--- src/rtl/exu_decode_stage_pkg.sv ---
// Shared decode constants: DECINFO layout and group codes, opcode/funct encodings, FSM states.
package exu_decode_stage_pkg;

  localparam int RFIDX_WIDTH   = 5;
  localparam int DECINFO_WIDTH = 16;

  // info[2:0] holds the group; zero means "no group" (used for illegal words)
  localparam logic [2:0] GRP_NONE   = 3'd0;
  localparam logic [2:0] GRP_ALU    = 3'd1;
  localparam logic [2:0] GRP_BJP    = 3'd2;
  localparam logic [2:0] GRP_MULDIV = 3'd3;
  localparam logic [2:0] GRP_AGU    = 3'd4;

  localparam int ALU_ADD = 3, ALU_SUB = 4, ALU_XOR = 5, ALU_SLL = 6, ALU_SRL = 7, ALU_SRA = 8;
  localparam int ALU_OR = 9, ALU_AND = 10, ALU_SLT = 11, ALU_SLTU = 12, ALU_LUI = 13;
  localparam int ALU_OP2IMM = 14, ALU_OP1PC = 15;

  localparam int BJP_JUMP = 3, BJP_BEQ = 4, BJP_BNE = 5, BJP_BLT = 6, BJP_BGE = 7;
  localparam int BJP_BLTU = 8, BJP_BGEU = 9, BJP_BXX = 10, BJP_PRDT = 11;

  // MULDIV ops occupy MD_MUL..MD_MUL+7 indexed directly by funct3
  localparam int MD_MUL = 3;

  localparam int AGU_LOAD = 3, AGU_STORE = 4, AGU_SIZE_LSB = 5, AGU_USIGN = 7;

  localparam logic [6:0] OPC_LUI    = 7'b0110111;
  localparam logic [6:0] OPC_AUIPC  = 7'b0010111;
  localparam logic [6:0] OPC_JAL    = 7'b1101111;
  localparam logic [6:0] OPC_JALR   = 7'b1100111;
  localparam logic [6:0] OPC_BRANCH = 7'b1100011;
  localparam logic [6:0] OPC_LOAD   = 7'b0000011;
  localparam logic [6:0] OPC_STORE  = 7'b0100011;
  localparam logic [6:0] OPC_OPIMM  = 7'b0010011;
  localparam logic [6:0] OPC_OP     = 7'b0110011;

  localparam logic [6:0] F7_BASE   = 7'b0000000;
  localparam logic [6:0] F7_ALT    = 7'b0100000;
  localparam logic [6:0] F7_MULDIV = 7'b0000001;

  localparam logic [2:0] F3_ADD = 3'b000, F3_SLL = 3'b001, F3_SLT = 3'b010, F3_SLTU = 3'b011;
  localparam logic [2:0] F3_XOR = 3'b100, F3_SR  = 3'b101, F3_OR  = 3'b110, F3_AND  = 3'b111;

  typedef enum logic [1:0] {ST_EMPTY, ST_ONE, ST_TWO} state_e;

endpackage

--- src/rtl/exu_decode_core.sv ---
// Combinational RV32I(+M) decoder: instruction word in, DECINFO/indices/enables/immediates out.
module exu_decode_core
  import exu_decode_stage_pkg::*;
#(
  parameter int XLEN          = 32,
  parameter int HAS_MULDIV    = 1,
  parameter int SHAMT_CHECK   = 1,
  parameter int RDX0_SUPPRESS = 1
) (
  input  logic [31:0]              instr,
  input  logic                     prdt_taken,
  output logic [RFIDX_WIDTH-1:0]   rs1idx,
  output logic [RFIDX_WIDTH-1:0]   rs2idx,
  output logic [RFIDX_WIDTH-1:0]   rdidx,
  output logic                     rs1en,
  output logic                     rs2en,
  output logic                     rdwen,
  output logic [DECINFO_WIDTH-1:0] info,
  output logic [XLEN-1:0]          imm,
  output logic                     illegal,
  output logic                     bjp,
  output logic                     jal,
  output logic                     jalr,
  output logic                     bxx,
  output logic [XLEN-1:0]          bjp_imm
);
  logic [6:0] opc, f7;
  logic [2:0] f3;
  logic is_lui, is_auipc, is_jal, is_jalr, is_branch, is_load, is_store, is_opimm, is_op;
  logic op_f7_ok, md_op, known_op, shamt_bad;
  logic [31:0] imm_i, imm_s, imm_b, imm_u, imm_j, imm32, bimm32;

  assign opc = instr[6:0];
  assign f3  = instr[14:12];
  assign f7  = instr[31:25];

  assign is_lui    = (opc == OPC_LUI);
  assign is_auipc  = (opc == OPC_AUIPC);
  assign is_jal    = (opc == OPC_JAL);
  assign is_jalr   = (opc == OPC_JALR);
  assign is_branch = (opc == OPC_BRANCH);
  assign is_load   = (opc == OPC_LOAD);
  assign is_store  = (opc == OPC_STORE);
  assign is_opimm  = (opc == OPC_OPIMM);
  assign is_op     = (opc == OPC_OP);
  assign known_op  = is_lui | is_auipc | is_jal | is_jalr | is_branch | is_load | is_store | is_opimm | is_op;

  always_comb begin
    op_f7_ok = 1'b0;
    case (f7)
      F7_BASE:   op_f7_ok = 1'b1;
      F7_ALT:    op_f7_ok = (f3 == F3_ADD) || (f3 == F3_SR);
      F7_MULDIV: op_f7_ok = (HAS_MULDIV != 0);
      default:   op_f7_ok = 1'b0;
    endcase
  end

  assign md_op     = is_op & (f7 == F7_MULDIV) & (HAS_MULDIV != 0);
  assign shamt_bad = (SHAMT_CHECK != 0) & is_opimm & ((f3 == F3_SLL) | (f3 == F3_SR)) & instr[25];

  assign illegal = (instr == 32'h0) | (instr == 32'hFFFF_FFFF) | (instr[1:0] != 2'b11) | ~known_op
                 | (is_op & ~op_f7_ok) | shamt_bad
                 | (is_load & ((f3 == 3'b011) | (f3 == 3'b110) | (f3 == 3'b111)))
                 | (is_store & (f3 >= 3'b011))
                 | (is_branch & ((f3 == 3'b010) | (f3 == 3'b011)))
                 | (is_jalr & (f3 != 3'b000));

  assign imm_i = {{20{instr[31]}}, instr[31:20]};
  assign imm_s = {{20{instr[31]}}, instr[31:25], instr[11:7]};
  assign imm_b = {{19{instr[31]}}, instr[31], instr[7], instr[30:25], instr[11:8], 1'b0};
  assign imm_u = {instr[31:12], 12'b0};
  assign imm_j = {{11{instr[31]}}, instr[31], instr[19:12], instr[20], instr[30:21], 1'b0};

  always_comb begin
    imm32 = 32'h0;
    if (is_opimm | is_load | is_jalr) imm32 = imm_i;
    else if (is_store)                imm32 = imm_s;
    else if (is_branch)               imm32 = imm_b;
    else if (is_lui | is_auipc)       imm32 = imm_u;
    else if (is_jal)                  imm32 = imm_j;
    bimm32 = 32'h0;
    if (is_jalr)        bimm32 = imm_i;
    else if (is_branch) bimm32 = imm_b;
    else if (is_jal)    bimm32 = imm_j;
  end

  assign imm     = XLEN'($signed(imm32));
  assign bjp_imm = XLEN'($signed(bimm32));

  always_comb begin
    info = '0;
    if (is_lui) begin
      info[2:0] = GRP_ALU; info[ALU_LUI] = 1'b1; info[ALU_OP2IMM] = 1'b1;
    end else if (is_auipc) begin
      info[2:0] = GRP_ALU; info[ALU_ADD] = 1'b1; info[ALU_OP2IMM] = 1'b1; info[ALU_OP1PC] = 1'b1;
    end else if (is_jal | is_jalr) begin
      info[2:0] = GRP_BJP; info[BJP_JUMP] = 1'b1; info[BJP_PRDT] = prdt_taken;
    end else if (is_branch) begin
      info[2:0] = GRP_BJP; info[BJP_BXX] = 1'b1; info[BJP_PRDT] = prdt_taken;
      case (f3)
        3'b000:  info[BJP_BEQ]  = 1'b1;
        3'b001:  info[BJP_BNE]  = 1'b1;
        3'b100:  info[BJP_BLT]  = 1'b1;
        3'b101:  info[BJP_BGE]  = 1'b1;
        3'b110:  info[BJP_BLTU] = 1'b1;
        3'b111:  info[BJP_BGEU] = 1'b1;
        default: ;
      endcase
    end else if (is_load | is_store) begin
      info[2:0] = GRP_AGU; info[AGU_LOAD] = is_load; info[AGU_STORE] = is_store;
      info[AGU_SIZE_LSB +: 2] = f3[1:0]; info[AGU_USIGN] = is_load & f3[2];
    end else if (md_op) begin
      info[2:0] = GRP_MULDIV; info[MD_MUL + int'(f3)] = 1'b1;
    end else if (is_op | is_opimm) begin
      info[2:0] = GRP_ALU; info[ALU_OP2IMM] = is_opimm;
      case (f3)
        F3_ADD:  if (is_op && f7 == F7_ALT) info[ALU_SUB] = 1'b1; else info[ALU_ADD] = 1'b1;
        F3_SLL:  info[ALU_SLL]  = 1'b1;
        F3_SLT:  info[ALU_SLT]  = 1'b1;
        F3_SLTU: info[ALU_SLTU] = 1'b1;
        F3_XOR:  info[ALU_XOR]  = 1'b1;
        F3_SR:   if (instr[30]) info[ALU_SRA] = 1'b1; else info[ALU_SRL] = 1'b1;
        F3_OR:   info[ALU_OR]   = 1'b1;
        default: info[ALU_AND]  = 1'b1;
      endcase
    end
    if (illegal) info = '0;
  end

  assign rs1idx = instr[19:15];
  assign rs2idx = instr[24:20];
  assign rdidx  = instr[11:7];
  assign rs1en  = is_jalr | is_branch | is_load | is_store | is_opimm | is_op;
  assign rs2en  = is_branch | is_store | is_op;
  assign rdwen  = ~illegal & (is_lui | is_auipc | is_jal | is_jalr | is_load | is_opimm | is_op)
                & ~((RDX0_SUPPRESS != 0) & (instr[11:7] == 5'd0));
  assign bjp    = ~illegal & (is_jal | is_jalr | is_branch);
  assign jal    = ~illegal & is_jal;
  assign jalr   = ~illegal & is_jalr;
  assign bxx    = ~illegal & is_branch;

endmodule

--- src/rtl/exu_decode_stage.sv ---
// Registered decode stage: output register plus one-entry skid so i_ready comes straight from a flop.
// Latency 1 cycle; flush empties both entries; saturating count of delivered illegal words.
module exu_decode_stage
  import exu_decode_stage_pkg::*;
#(
  parameter int PC_SIZE       = 32,
  parameter int XLEN          = 32,
  parameter int HAS_MULDIV    = 1,
  parameter int SHAMT_CHECK   = 1,
  parameter int RDX0_SUPPRESS = 1,
  parameter int ILLCNT_WIDTH  = 16
) (
  input  logic                     clk,
  input  logic                     rst,
  input  logic                     i_valid,
  output logic                     i_ready,
  input  logic [31:0]              i_instr,
  input  logic [PC_SIZE-1:0]       i_pc,
  input  logic                     i_prdt_taken,
  input  logic                     i_flush,
  output logic                     o_valid,
  input  logic                     o_ready,
  output logic [RFIDX_WIDTH-1:0]   o_rs1idx,
  output logic [RFIDX_WIDTH-1:0]   o_rs2idx,
  output logic [RFIDX_WIDTH-1:0]   o_rdidx,
  output logic                     o_rs1en,
  output logic                     o_rs2en,
  output logic                     o_rdwen,
  output logic [DECINFO_WIDTH-1:0] o_info,
  output logic [XLEN-1:0]          o_imm,
  output logic [PC_SIZE-1:0]       o_pc,
  output logic                     o_illegal,
  output logic                     o_bjp,
  output logic                     o_jal,
  output logic                     o_jalr,
  output logic                     o_bxx,
  output logic [XLEN-1:0]          o_bjp_imm,
  output logic [ILLCNT_WIDTH-1:0]  o_illcnt
);
  typedef struct packed {
    logic [RFIDX_WIDTH-1:0]   rs1idx;
    logic [RFIDX_WIDTH-1:0]   rs2idx;
    logic [RFIDX_WIDTH-1:0]   rdidx;
    logic                     rs1en;
    logic                     rs2en;
    logic                     rdwen;
    logic [DECINFO_WIDTH-1:0] info;
    logic [XLEN-1:0]          imm;
    logic [PC_SIZE-1:0]       pc;
    logic                     illegal;
    logic                     bjp;
    logic                     jal;
    logic                     jalr;
    logic                     bxx;
    logic [XLEN-1:0]          bjp_imm;
  } pay_t;

  pay_t   dec, out_q, skid_q;
  state_e state;
  logic   vld_q, rdy_q, acc, deq;
  logic [ILLCNT_WIDTH-1:0] illcnt_q;

  exu_decode_core #(
    .XLEN(XLEN), .HAS_MULDIV(HAS_MULDIV), .SHAMT_CHECK(SHAMT_CHECK), .RDX0_SUPPRESS(RDX0_SUPPRESS)
  ) u_core (
    .instr(i_instr), .prdt_taken(i_prdt_taken),
    .rs1idx(dec.rs1idx), .rs2idx(dec.rs2idx), .rdidx(dec.rdidx),
    .rs1en(dec.rs1en), .rs2en(dec.rs2en), .rdwen(dec.rdwen),
    .info(dec.info), .imm(dec.imm), .illegal(dec.illegal),
    .bjp(dec.bjp), .jal(dec.jal), .jalr(dec.jalr), .bxx(dec.bxx), .bjp_imm(dec.bjp_imm)
  );
  assign dec.pc = i_pc;

  assign acc = i_valid & rdy_q;
  assign deq = vld_q & o_ready;

  always_ff @(posedge clk) begin
    if (rst) begin
      state    <= ST_EMPTY;
      vld_q    <= 1'b0;
      rdy_q    <= 1'b1;
      out_q    <= '0;
      skid_q   <= '0;
      illcnt_q <= '0;
    end else begin
      // a dequeue in a flush cycle is discarded, so it is not counted
      if (deq && !i_flush && out_q.illegal && illcnt_q != {ILLCNT_WIDTH{1'b1}})
        illcnt_q <= illcnt_q + ILLCNT_WIDTH'(1);
      if (i_flush) begin
        state <= ST_EMPTY;
        vld_q <= 1'b0;
        rdy_q <= 1'b1;
      end else begin
        case (state)
          ST_EMPTY: if (acc) begin
            out_q <= dec; vld_q <= 1'b1; state <= ST_ONE;
          end
          ST_ONE: begin
            if (acc && deq) out_q <= dec;
            else if (acc) begin
              skid_q <= dec; rdy_q <= 1'b0; state <= ST_TWO;
            end else if (deq) begin
              vld_q <= 1'b0; state <= ST_EMPTY;
            end
          end
          ST_TWO: if (deq) begin
            out_q <= skid_q; rdy_q <= 1'b1; state <= ST_ONE;
          end
          default: state <= ST_EMPTY;
        endcase
      end
    end
  end

  assign i_ready   = rdy_q;
  assign o_valid   = vld_q;
  assign o_rs1idx  = out_q.rs1idx;
  assign o_rs2idx  = out_q.rs2idx;
  assign o_rdidx   = out_q.rdidx;
  assign o_rs1en   = out_q.rs1en;
  assign o_rs2en   = out_q.rs2en;
  assign o_rdwen   = out_q.rdwen;
  assign o_info    = out_q.info;
  assign o_imm     = out_q.imm;
  assign o_pc      = out_q.pc;
  assign o_illegal = out_q.illegal;
  assign o_bjp     = out_q.bjp;
  assign o_jal     = out_q.jal;
  assign o_jalr    = out_q.jalr;
  assign o_bxx     = out_q.bxx;
  assign o_bjp_imm = out_q.bjp_imm;
  assign o_illcnt  = illcnt_q;

endmodule

--- config.mk ---
export PLATFORM = sky130hd
export DESIGN_NAME = exu_decode_stage
export DESIGN_NICKNAME = d
export VERILOG_FILES = /design/src/rtl/exu_decode_stage_pkg.sv /design/src/rtl/exu_decode_core.sv /design/src/rtl/exu_decode_stage.sv
export SDC_FILE = /design/constraint.sdc
export NUM_CORES = 1
export LEC_CHECK = 0
export CAP_MARGIN = 15
export CELL_PAD_IN_SITES_DETAIL_PLACEMENT = 1
export CELL_PAD_IN_SITES_GLOBAL_PLACEMENT = 1
export CORE_MARGIN = 5
export CORE_UTILIZATION = 41
export CTS_CLUSTER_SIZE = 30
export DETAILED_ROUTE_END_ITERATION = 6
export HOLD_SLACK_MARGIN = 0.05
export PLACE_DENSITY_LB_ADDON = 0.25
export SYNTH_ARGS = -nofsm -noshare
export SYNTH_HDL_FRONTEND = slang
export SYNTH_SLANG_ARGS = --single-unit
--- constraint.sdc ---
create_clock -name clk -period 5.5 [get_ports clk]
set_clock_uncertainty 0.05 [all_clocks]
set_input_delay 1.1 -clock clk [delete_from_list [all_inputs] [get_ports clk]]
set_output_delay 1.1 -clock clk [all_outputs]
set_load 0.03 [all_outputs]
# Word-level counts from Yosys, hierarchy flattened
# Cells that the tools add are included.
[word_totals] ff_bits=290 latchBits=0 mem_bits_rw=0 rom_bits=0 inputBits=70 n_memories=0
[op_classes] add_sub_neg=2 multipliers=0 div=0 order_cmp=3 eq_ne=31 n_shift=0 muxes=73 bitwise=60 reduce_logical=25
[op_table] cell="135-bit 2-to-1 mux" n=3
[op_table] cell="135-bit case mux with 3 select lines" n=1
[op_table] cell="32-bit 2-to-1 mux" n=7
[op_table] cell="13-bit 2-to-1 mux" n=7
[op_table] cell="1-bit bitwise OR" n=37
[op_table] cell="32-bit == test, second input constant" n=1
[op_table] cell="32-bit by 1-bit >= comparator with 1-bit output, second input constant" n=1
[op_table] cell="32-bit logical NOT" n=1
[op_table] cell="32-bit by 6-bit < comparator with 1-bit output, second input constant" n=1
[op_table] cell="7-bit by 6-bit == test with 1-bit output, second input constant" n=4
[op_table] cell="1-bit 2-to-1 mux" n=28
[op_table] cell="8-bit 2-to-1 mux" n=3
[op_table] cell="7-bit == test, second input constant" n=3
[op_table] cell="10-bit 2-to-1 mux" n=2
[op_table] cell="2-bit 2-to-1 mux" n=9
[op_table] cell="1-bit AND" n=17
[op_table] cell="16-bit by 1-bit adder with 16-bit output, second input constant" n=1
[op_table] cell="16-bit 2-to-1 mux" n=1
[op_table] cell="4-bit 2-to-1 mux" n=4
[op_table] cell="16-bit != test, second input constant" n=1
[op_table] cell="2-bit != test, second input constant" n=8
[op_table] cell="7-bit by 5-bit == test with 1-bit output, second input constant" n=2
[op_table] cell="3-bit == test, second input constant" n=4
[op_table] cell="4-bit AND reduction" n=3
[op_table] cell="other kinds (27)" n=45

# Depth between registers and ports, before layout
# Gate-level depths: netlist of the first run.
[logic_depth] ltp_word=22 depth_mapped=10

# Hierarchy
# Synthesis of the first run repeated with hierarchy kept, for this count alone.
[unflattened] hier_cells=1600 hier_area_um2=13556.8
[by_module_without_submodules] module="exu_decode_stage" n_inst=1 cells_per_inst=1346 area_per_inst_um2=11944.0 seq_area_each_um2=5805.6
[by_module_without_submodules] module="exu_decode_core" n_inst=1 cells_per_inst=254 area_per_inst_um2=1612.8 seq_area_each_um2=0.0

# Worst setup path after synthesis of the first run
# OpenSTA, ideal clock, no wires.
[synth_path] path_kind="input -> register" startpoint="input port i_instr[31]" endpoint="register out_q (netlist bit o_info[7])" t_arrival_ns=2.768 required_ns=5.390 setup_slack_ns=2.622 stages=6 n_path_buf=1 path_cell_list="buf_2 or3_4 nor4b_4 a221oi_2 a2111oi_2 a41o_1"
[synth_between] elab_chain_cells=16
[synth_lines] element="start, declared" line_no="exu_decode_stage.sv:17" rtl="input logic [31:0] i_instr,"
[synth_lines] element="7-bit by 1-bit == test with 1-bit output" line_no="exu_decode_core.sv:50, exu_decode_core.sv:58"
[synth_lines] element="1-bit AND" line_no="exu_decode_core.sv:58" rtl="assign md_op = is_op & (f7 == F7_MULDIV) & (HAS_MULDIV != 0);"
[synth_lines] element="13-bit 2-to-1 mux" line_no="exu_decode_core.sv:112" rtl="end else if (md_op) begin"
[synth_lines] element="13-bit 2-to-1 mux" line_no="exu_decode_core.sv:109" rtl="end else if (is_load | is_store) begin"
[synth_lines] element="13-bit 2-to-1 mux" line_no="exu_decode_core.sv:98" rtl="end else if (is_branch) begin"
[synth_lines] element="13-bit 2-to-1 mux" line_no="exu_decode_core.sv:96" rtl="end else if (is_jal | is_jalr) begin"
[synth_lines] element="13-bit 2-to-1 mux" line_no="exu_decode_core.sv:94" rtl="end else if (is_auipc) begin"
[synth_lines] element="13-bit 2-to-1 mux" line_no="exu_decode_core.sv:92" rtl="if (is_lui) begin"
[synth_lines] element="8-bit 2-to-1 mux" line_no="exu_decode_core.sv:109"
[synth_lines] element="8-bit 2-to-1 mux" line_no="exu_decode_core.sv:98"
[synth_lines] element="7-bit 2-to-1 mux" line_no="exu_decode_core.sv:96"
[synth_lines] element="10-bit 2-to-1 mux" line_no="exu_decode_core.sv:94"
[synth_lines] element="10-bit 2-to-1 mux" line_no="exu_decode_core.sv:92"
[synth_lines] element="16-bit 2-to-1 mux (*)" line_no="exu_decode_core.sv:127" rtl="if (illegal) info = '0;"
[synth_lines] element="135-bit 2-to-1 mux, on equally long branches" line_no="exu_decode_stage.sv:99, exu_decode_stage.sv:95"
[synth_lines] element="135-bit case mux with 3 select lines (*)" line_no="exu_decode_stage.sv:94" rtl="case (state)"
[synth_lines] element="end signal, assigned" line_no="exu_decode_stage.sv:96" rtl="out_q <= dec; vld_q <= 1'b1; state <= ST_ONE;"
[synth_lines] element="end signal, assigned" line_no="exu_decode_stage.sv:99" rtl="if (acc && deq) out_q <= dec;"
[synth_lines] element="end signal, assigned" line_no="exu_decode_stage.sv:107" rtl="out_q <= skid_q; rdy_q <= 1'b1; state <= ST_ONE;"
[synth_lines] element="end, declared" line_no="exu_decode_stage.sv:58" rtl="pay_t dec, out_q, skid_q;"
# Every way passes the cells marked *; elsewhere a longest branch is shown, timed or not. The select of a mux whose other input is x is not followed.
# A chain may end at the register's enable or synchronous reset.

# Worst setup path after layout of the first run
[layout_path] startpoint="input port i_instr[2]" endpoint="register out_q (netlist bit o_info[4])"
[layout_between] elab_chain_cells=20
[layout_lines] element="7-bit by 6-bit == test with 1-bit output or 7-bit by 5-bit == test with 1-bit output (tied branches)" line_no="exu_decode_core.sv:37, exu_decode_core.sv:38"
[layout_lines] element="1-bit bitwise OR (8 in series)" line_no="exu_decode_core.sv:46" rtl="assign known_op = is_lui | is_auipc | is_jal | is_jalr | is_branch | is_load | is_store | is_opimm | is_op;"
[layout_lines] element="1-bit NOT" line_no="exu_decode_core.sv:61" rtl="assign illegal = (instr == 32'h0) | (instr == 32'hFFFF_FFFF) | (instr[1:0] != 2'b11) | ~known_op"
[layout_lines] element="1-bit bitwise OR" line_no="exu_decode_core.sv:61"
[layout_lines] element="1-bit bitwise OR (2 in series)" line_no="exu_decode_core.sv:62" rtl="| (is_op & ~op_f7_ok) | shamt_bad"
[layout_lines] element="1-bit bitwise OR" line_no="exu_decode_core.sv:63" rtl="| (is_load & ((f3 == 3'b011) | (f3 == 3'b110) | (f3 == 3'b111)))"
[layout_lines] element="1-bit bitwise OR" line_no="exu_decode_core.sv:64" rtl="| (is_store & (f3 >= 3'b011))"
[layout_lines] element="1-bit bitwise OR" line_no="exu_decode_core.sv:65" rtl="| (is_branch & ((f3 == 3'b010) | (f3 == 3'b011)))"
[layout_lines] element="1-bit bitwise OR" line_no="exu_decode_core.sv:66" rtl="| (is_jalr & (f3 != 3'b000));"
[layout_lines] element="16-bit 2-to-1 mux (*)" line_no="exu_decode_core.sv:127"
[layout_lines] element="135-bit 2-to-1 mux, on equally long branches" line_no="exu_decode_stage.sv:99, exu_decode_stage.sv:95"
[layout_lines] element="135-bit case mux with 3 select lines (*)" line_no="exu_decode_stage.sv:94"
# Marks and branches as above.

==> results_dict.tcl, run 1 <==
set metrics [dict create \
    drtPass1Iterations 5 \
    synth_edf_count 0 \
    area.growth.synth_to_final_pct 28.0 \
    worst_path_max_delay_cell "nand4bb_1" \
    yosysUniqueCellTypes 59 \
    grt_first_pass_wirelength_um 65300 \
    drtIter0Drc 791 \
    finalSetupTns_ns 0 \
    avgSynthCellArea_um2 7.71 \
    grt_max_degree 186 \
    hp-class "flop to flop" \
    synth-xor-area-share_pct 1.26 \
    cap_violations 0 \
    die_w_um 180 \
    ys_warn_count 0 \
    fp.dieArea_mm2 0.0324 \
    antenna_left 0 \
    p_seq_share_pct 44.2 \
    hold-path-cell-count 2 \
    max_slew_margin_pct 33.3 \
    synth_top_family_by_area "simple AND/OR/NAND/NOR gates" \
    pre_cts_ws_ns 1.32 \
    wl_um 40900 \
    pwr-share-comb_pct 12.0 \
    syn_inst 1536 \
    avgRoutedWirePerCell_um 19.8 \
    path_cells "clkdlybuf4s50_1 -> buf_4 -> nand4bb_1 -> buf_4 -> or2_2 -> nand4b_1 -> o31ai_1 -> o21ai_0 -> o22ai_1" \
    worstReg2RegStart "state[0]" \
    p_clk_share_pct 43.8 \
    cp.arrival_ns 4.06 \
    place_area_mm2 0.0142 \
    cts.sinks 268 \
    yosysSeqAreaShare_pct 45.3 \
    p_int_uw 3420 \
    vias 11800 \
    worst_r2r_endpoint "o_imm[23]" \
    critPathTopFamily "simple AND/OR/NAND/NOR gates" \
    fill_cells 3426 \
    crit_fanout 14 \
    rows 62 \
    cpPeakStageDelay_ns 0.67 \
    post-cts-setup-buffers 0 \
    via_per_inst 5.69 \
    num_io_pins 223 \
    critPathKind "primary input to flop" \
    leakagePower_uw 0.00506 \
    place_congestion 0.899 \
    cts_inserted_buffers 31 \
    p_switching_uw 1180 \
    antenna_found_initial 0 \
    synthAdderAreaFrac_pct 0.106 \
    synth_nets 1607 \
    placed_cells 2013 \
    coreArea_mm2 0.0286 \
    setup_viol 0 \
    rsz0062_at_grt "no" \
    end_kind "flop" \
    layout_setup_ws_ns 1.85 \
    timing.fmax_ghz 0.274 \
    synth_ff_type "dfxtp_1" \
    holdBufCountCts 0 \
    tightest_slew_ns 0.995 \
    hp-start "skid_q[104]" \
    io_buffers 222 \
    synthSimpleGateAreaFrac_pct 24.8 \
    crit_required_ns 5.91 \
    crit_buf_inv 3 \
    ys_seq_elements 268 \
    ir_drop_mv 0.273 \
    swShare_pct 25.6 \
    start_kind "primary input" \
    final_cells 2067 \
    hpwl_um 26100 \
    final_nets 1733 \
    drive_gt1_share_pct 5.76 \
    ctsResizeCount 0 \
    reg2reg_depth 7 \
    n_antenna_cell 0 \
    drc 0 \
    p_per_area_mw_per_mm2 303 \
    async_flop_share_pct 0 \
    fin_hold_ws_ns 0.400 \
    cts-root-buf "clkbuf_16" \
    gr-total-overflow 0 \
    grt_usage_pct 24.0 \
    htreeDepth 1 \
    period_share_pct 66.4 \
    grt_pass1_vias 11700 \
    hold_viol 0 \
    crit_top_cell "buf_4" \
    cts.path.max_buffers 3 \
    netlist_area_mm2 0.0118 \
    cts_tree "yes" \
    hold_end "skid_q[104]" \
    mostFrequentLayoutCell "nand2_1" \
    ff2ff_setup_slack_ns 2.17 \
    synthMuxAreaShare_pct 0.275 \
    post-route-min-period_ns 3.65 \
    initial_core_util_pct 41.4 \
    clkLatencyLatePin_ns 0.56 \
    synth_compound_area_share_pct 22.4 \
    final_cell_mix "nand2_1 (308), dfxtp_1 (268), clkdlybuf4s50_1 (221)" \
    slew_violations 0 \
    die_h_um 180 \
    clk_pin_slew_ns 0.06 \
    status "finished clean" \
    finalInstanceArea_mm2 0.0152 \
]
[power by group through the flow]
stage | clock network (uW) | logic [uW] | registers (uW)
after detailed placement | 0 | 552 | 2070
after CTS | 2060 | 555 | 2030
after floorplan | 0 | 231 | 2150
final | 2010 | 553 | 2030
after global routing | 2120 | 590 | 2040
after global placement | 0 | 544 | 2070
[Yosys cell counts (7+ instances only)]
cell type / number / area [um2]
a21oi_1: 162 / 811
and3_1: 18 / 113
a31oi_1: 7 / 43.8
nand2b_1: 10 / 62.6
nor3_1: 20 / 100
xnor2_1: 11 / 96.3
buf_2: 18 / 90.1
nand3_1: 56 / 280
a22oi_1: 15 / 113
a2bb2oi_1: 8 / 70.1
o21ai_0: 32 / 160
a211oi_1: 66 / 495
dfxtp_1: 268 / 5370
a311oi_1: 67 / 587
nand4_1: 8 / 50.1
o22ai_1: 15 / 93.8
inv_1: 13 / 48.8
nor2_1: 214 / 803
clkbuf_1: 112 / 420
o211ai_1: 7 / 52.6
nand2_1: 309 / 1160
buf_1: 8 / 30.0
buf_4: 12 / 90.1
[area by class of cell]
type | instances | area [um2] | area share (%)
Inverter | 13 | 48.8 | 0.322
Multi-Input combinational cell | 1104 | 5850 | 38.6
Clock inverter | 4 | 70.1 | 0.462
Tap cell | 384 | 480 | 3.17
Clock buffer | 50 | 917 | 6.05
Sequential cell | 268 | 5370 | 35.4
Timing Repair Buffer | 244 | 2430 | 16.0
[logic make-up after synthesis]
kind of cell	Yosys count
DFF	268
and+or+nand+nor	679
muxes	3
xor gates and xnor gates	17
adders and majority gates	1
buffers and inverters	164
AOI/OAI and AO/OA	404
[worst max-delay path by stage]
stage / cells after the start / start / slack, ns / end
after global placement: 7 / i_instr[6] / 1.43 / o_imm[12]
after CTS: 7 / i_instr[6] / 1.90 / o_imm[13]
after detailed placement: 7 / i_instr[6] / 1.32 / o_imm[13]
final: 9 / i_instr[2] / 1.85 / o_info[4]
after floorplan: 6 / i_instr[31] / 2.62 / o_info[7]
after global routing: 7 / i_instr[6] / 1.67 / o_imm[12]
[registers in the layout, summed over array words and instances, names as in the netlist, 2 cells and up]
register and cells:
o_rdidx 5, o_rs1idx 5, o_info 16, state 2, o_bjp_imm 21, o_pc 32, o_imm 32, o_illcnt 16
o_rs2idx 5, skid_q 124
[per-layer routing]
metal	global-route usage, %	share of wire, %
met1	33.1	46
met3	4.14	5.2
met5	0	0
met4	5.24	2.0
met2	39.8	47
[tightest hold or removal path, cell delays in order (launching register included)]
cell and delay [ns]:
dfxtp_1 0.30, nand2_1 0.05, a21oi_1 0.05
[through the flow]
step | total power (uW) | util, %
final | 4590 | 52.9
after global routing | 4750 | 52.9
after CTS | 4640 | 52.9
after detailed placement | 2620 | 49.5
after global placement | 2610 | 49.5
after floorplan | 2380 | -
(Power assumes the default switching activity.)
==> run 2, diff against run 1 <==
- CORE_UTILIZATION: 41 -> 38
- clock period: 5.5 -> 3.8 ns (I/O delays scaled with it)
==> run 2 against run 1 <==
Net effect: count of clock-buffer cells in the layout fell by 4; sequential power increased by 45%; clock power is 40% higher; wire length is 1.9% higher; utilization fell by 2.4 points; first-iteration DRC count shrank 16%; largest cell class unchanged.
==> results_dict.tcl, run 2 (synthesis results as in run 1) <==
set metrics [dict create \
    antenna_left 0 \
    ir_drop_mv 0.337 \
    tightest_slew_ns 0.918 \
    drive_gt1_share_pct 8.18 \
    ctsResizeCount 0 \
    ff2ff_setup_slack_ns 1.28 \
    largest_register_ffs 124 \
    period_share_pct 75.2 \
    crit_fanout 7 \
    mostFrequentLayoutCell "nand2_1" \
    cts.sinks 268 \
    cts.path.max_buffers 3 \
    grt_usage_pct 22.6 \
    fin_hold_ws_ns 0.401 \
    clk_pin_slew_ns 0.06 \
    area.growth.synth_to_final_pct 31.0 \
    fp.dieArea_mm2 0.0348 \
    post-cts-setup-buffers 0 \
    slew_violations 0 \
    hp-class "flop to flop" \
    start_kind "primary input" \
    final_cell_mix "nand2_1 (308), dfxtp_1 (268), clkdlybuf4s50_1 (221)" \
    fill_cells 3674 \
    io_buffers 222 \
    top_register "skid_q" \
    htreeDepth 1 \
    final_nets 1777 \
    avgRoutedWirePerCell_um 19.6 \
    cts_tree "yes" \
    p_per_area_mw_per_mm2 424 \
    status "finished clean" \
    cp.arrival_ns 3.29 \
    timing.fmax_ghz 0.350 \
    end_kind "flop" \
    rows 64 \
    finalSetupTns_ns 0 \
    drtPass1Iterations 5 \
    post-route-min-period_ns 2.86 \
    drtIter0Drc 662 \
    max_slew_margin_pct 38.8 \
    clkLatencyLatePin_ns 0.58 \
    crit_required_ns 4.23 \
    startpoint "i_instr[27]" \
    gr-total-overflow 0 \
    hpwl_um 28100 \
    die_w_um 187 \
    grt_first_pass_wirelength_um 66100 \
    worst_r2r_endpoint "o_pc[16]" \
    cts-root-buf "clkbuf_16" \
    worstSetupEndpoint "skid_q[109]" \
    leakagePower_uw 0.00527 \
    coreArea_mm2 0.0307 \
    cts_inserted_buffers 31 \
    vias 11900 \
    antenna_found_initial 1 \
    reg2reg_depth 6 \
    place_congestion 0.870 \
    rsz0062_at_grt "no" \
    cap_violations 0 \
    die_h_um 187 \
    critPathKind "primary input to flop" \
    worstReg2RegStart "state[1]" \
    drc 0 \
    holdBufCountCts 0 \
    wl_um 41700 \
    grt_pass1_vias 11800 \
    hold_viol 0 \
    setup_viol 0 \
    initial_core_util_pct 38.6 \
    n_antenna_cell 0 \
    num_io_pins 223 \
    grt_max_degree 123 \
    via_per_inst 5.60 \
]
## run 2: layout make-up
class,instances,area [um2],area share [%]
multi-input cells,1104,5850,37.7
clock buffers,46,892,5.75
flip-flops and latches,268,5370,34.6
repair buffers,288,2820,18.2
clock inverters,5,46.3,0.298
inverters,13,48.8,0.315
well taps,396,495,3.19
## run 2: worst min-delay path by stage
stage,start,end,depth (start not counted)
floorplan,skid_q[101],skid_q[101],2
global placement,skid_q[112],skid_q[112],2
detailed placement,skid_q[32],skid_q[32],2
CTS,skid_q[102],skid_q[102],2
global route,skid_q[102],skid_q[102],2
finish,skid_q[106],skid_q[106],2
## run 2: report_power, final
| group | internal (uW) | switching (uW) |
|---|---|---|
| Sequential | 2890 | 46.3 |
| Combinational | 318 | 516 |
| Clock | 1610 | 1200 |
## run 2: per-stage QoR
stage | total power, uW | instances | setup slack (ns) | utilization, % | instance area (um2)
6_report | 6580 | 2120 | 0.944 | 50.6 | 15500
5_1_grt | 6830 | 2120 | 0.771 | 50.6 | 15500
4_1_cts | 6650 | 2120 | 0.940 | 50.6 | 15500
3_5_place_dp | 3830 | 2069 | 0.367 | 47.5 | 14600
3_3_place_gp | 3820 | 2069 | 0.431 | 47.5 | 14600
2_1_floorplan | 3450 | 1536 | 1.26 | - | 11800
## run 2: layer usage
layer,track usage [%],share of wire [%],routed length [um]
met2,36.4,46,19100
met5,0,0.034,14
met4,5.24,2.1,884
met3,3.76,6.0,2480
met1,31.8,46,19200
## run 2: critical path, cell delays in order
cell and delay, ns:
clkdlybuf4s50_1 0.64, nor4b_1 0.57, buf_4 0.22, nor4b_4 0.18, buf_4 0.20, o2111ai_1 0.14
a21oi_1 0.24, nand4_1 0.13, a21oi_1 0.19
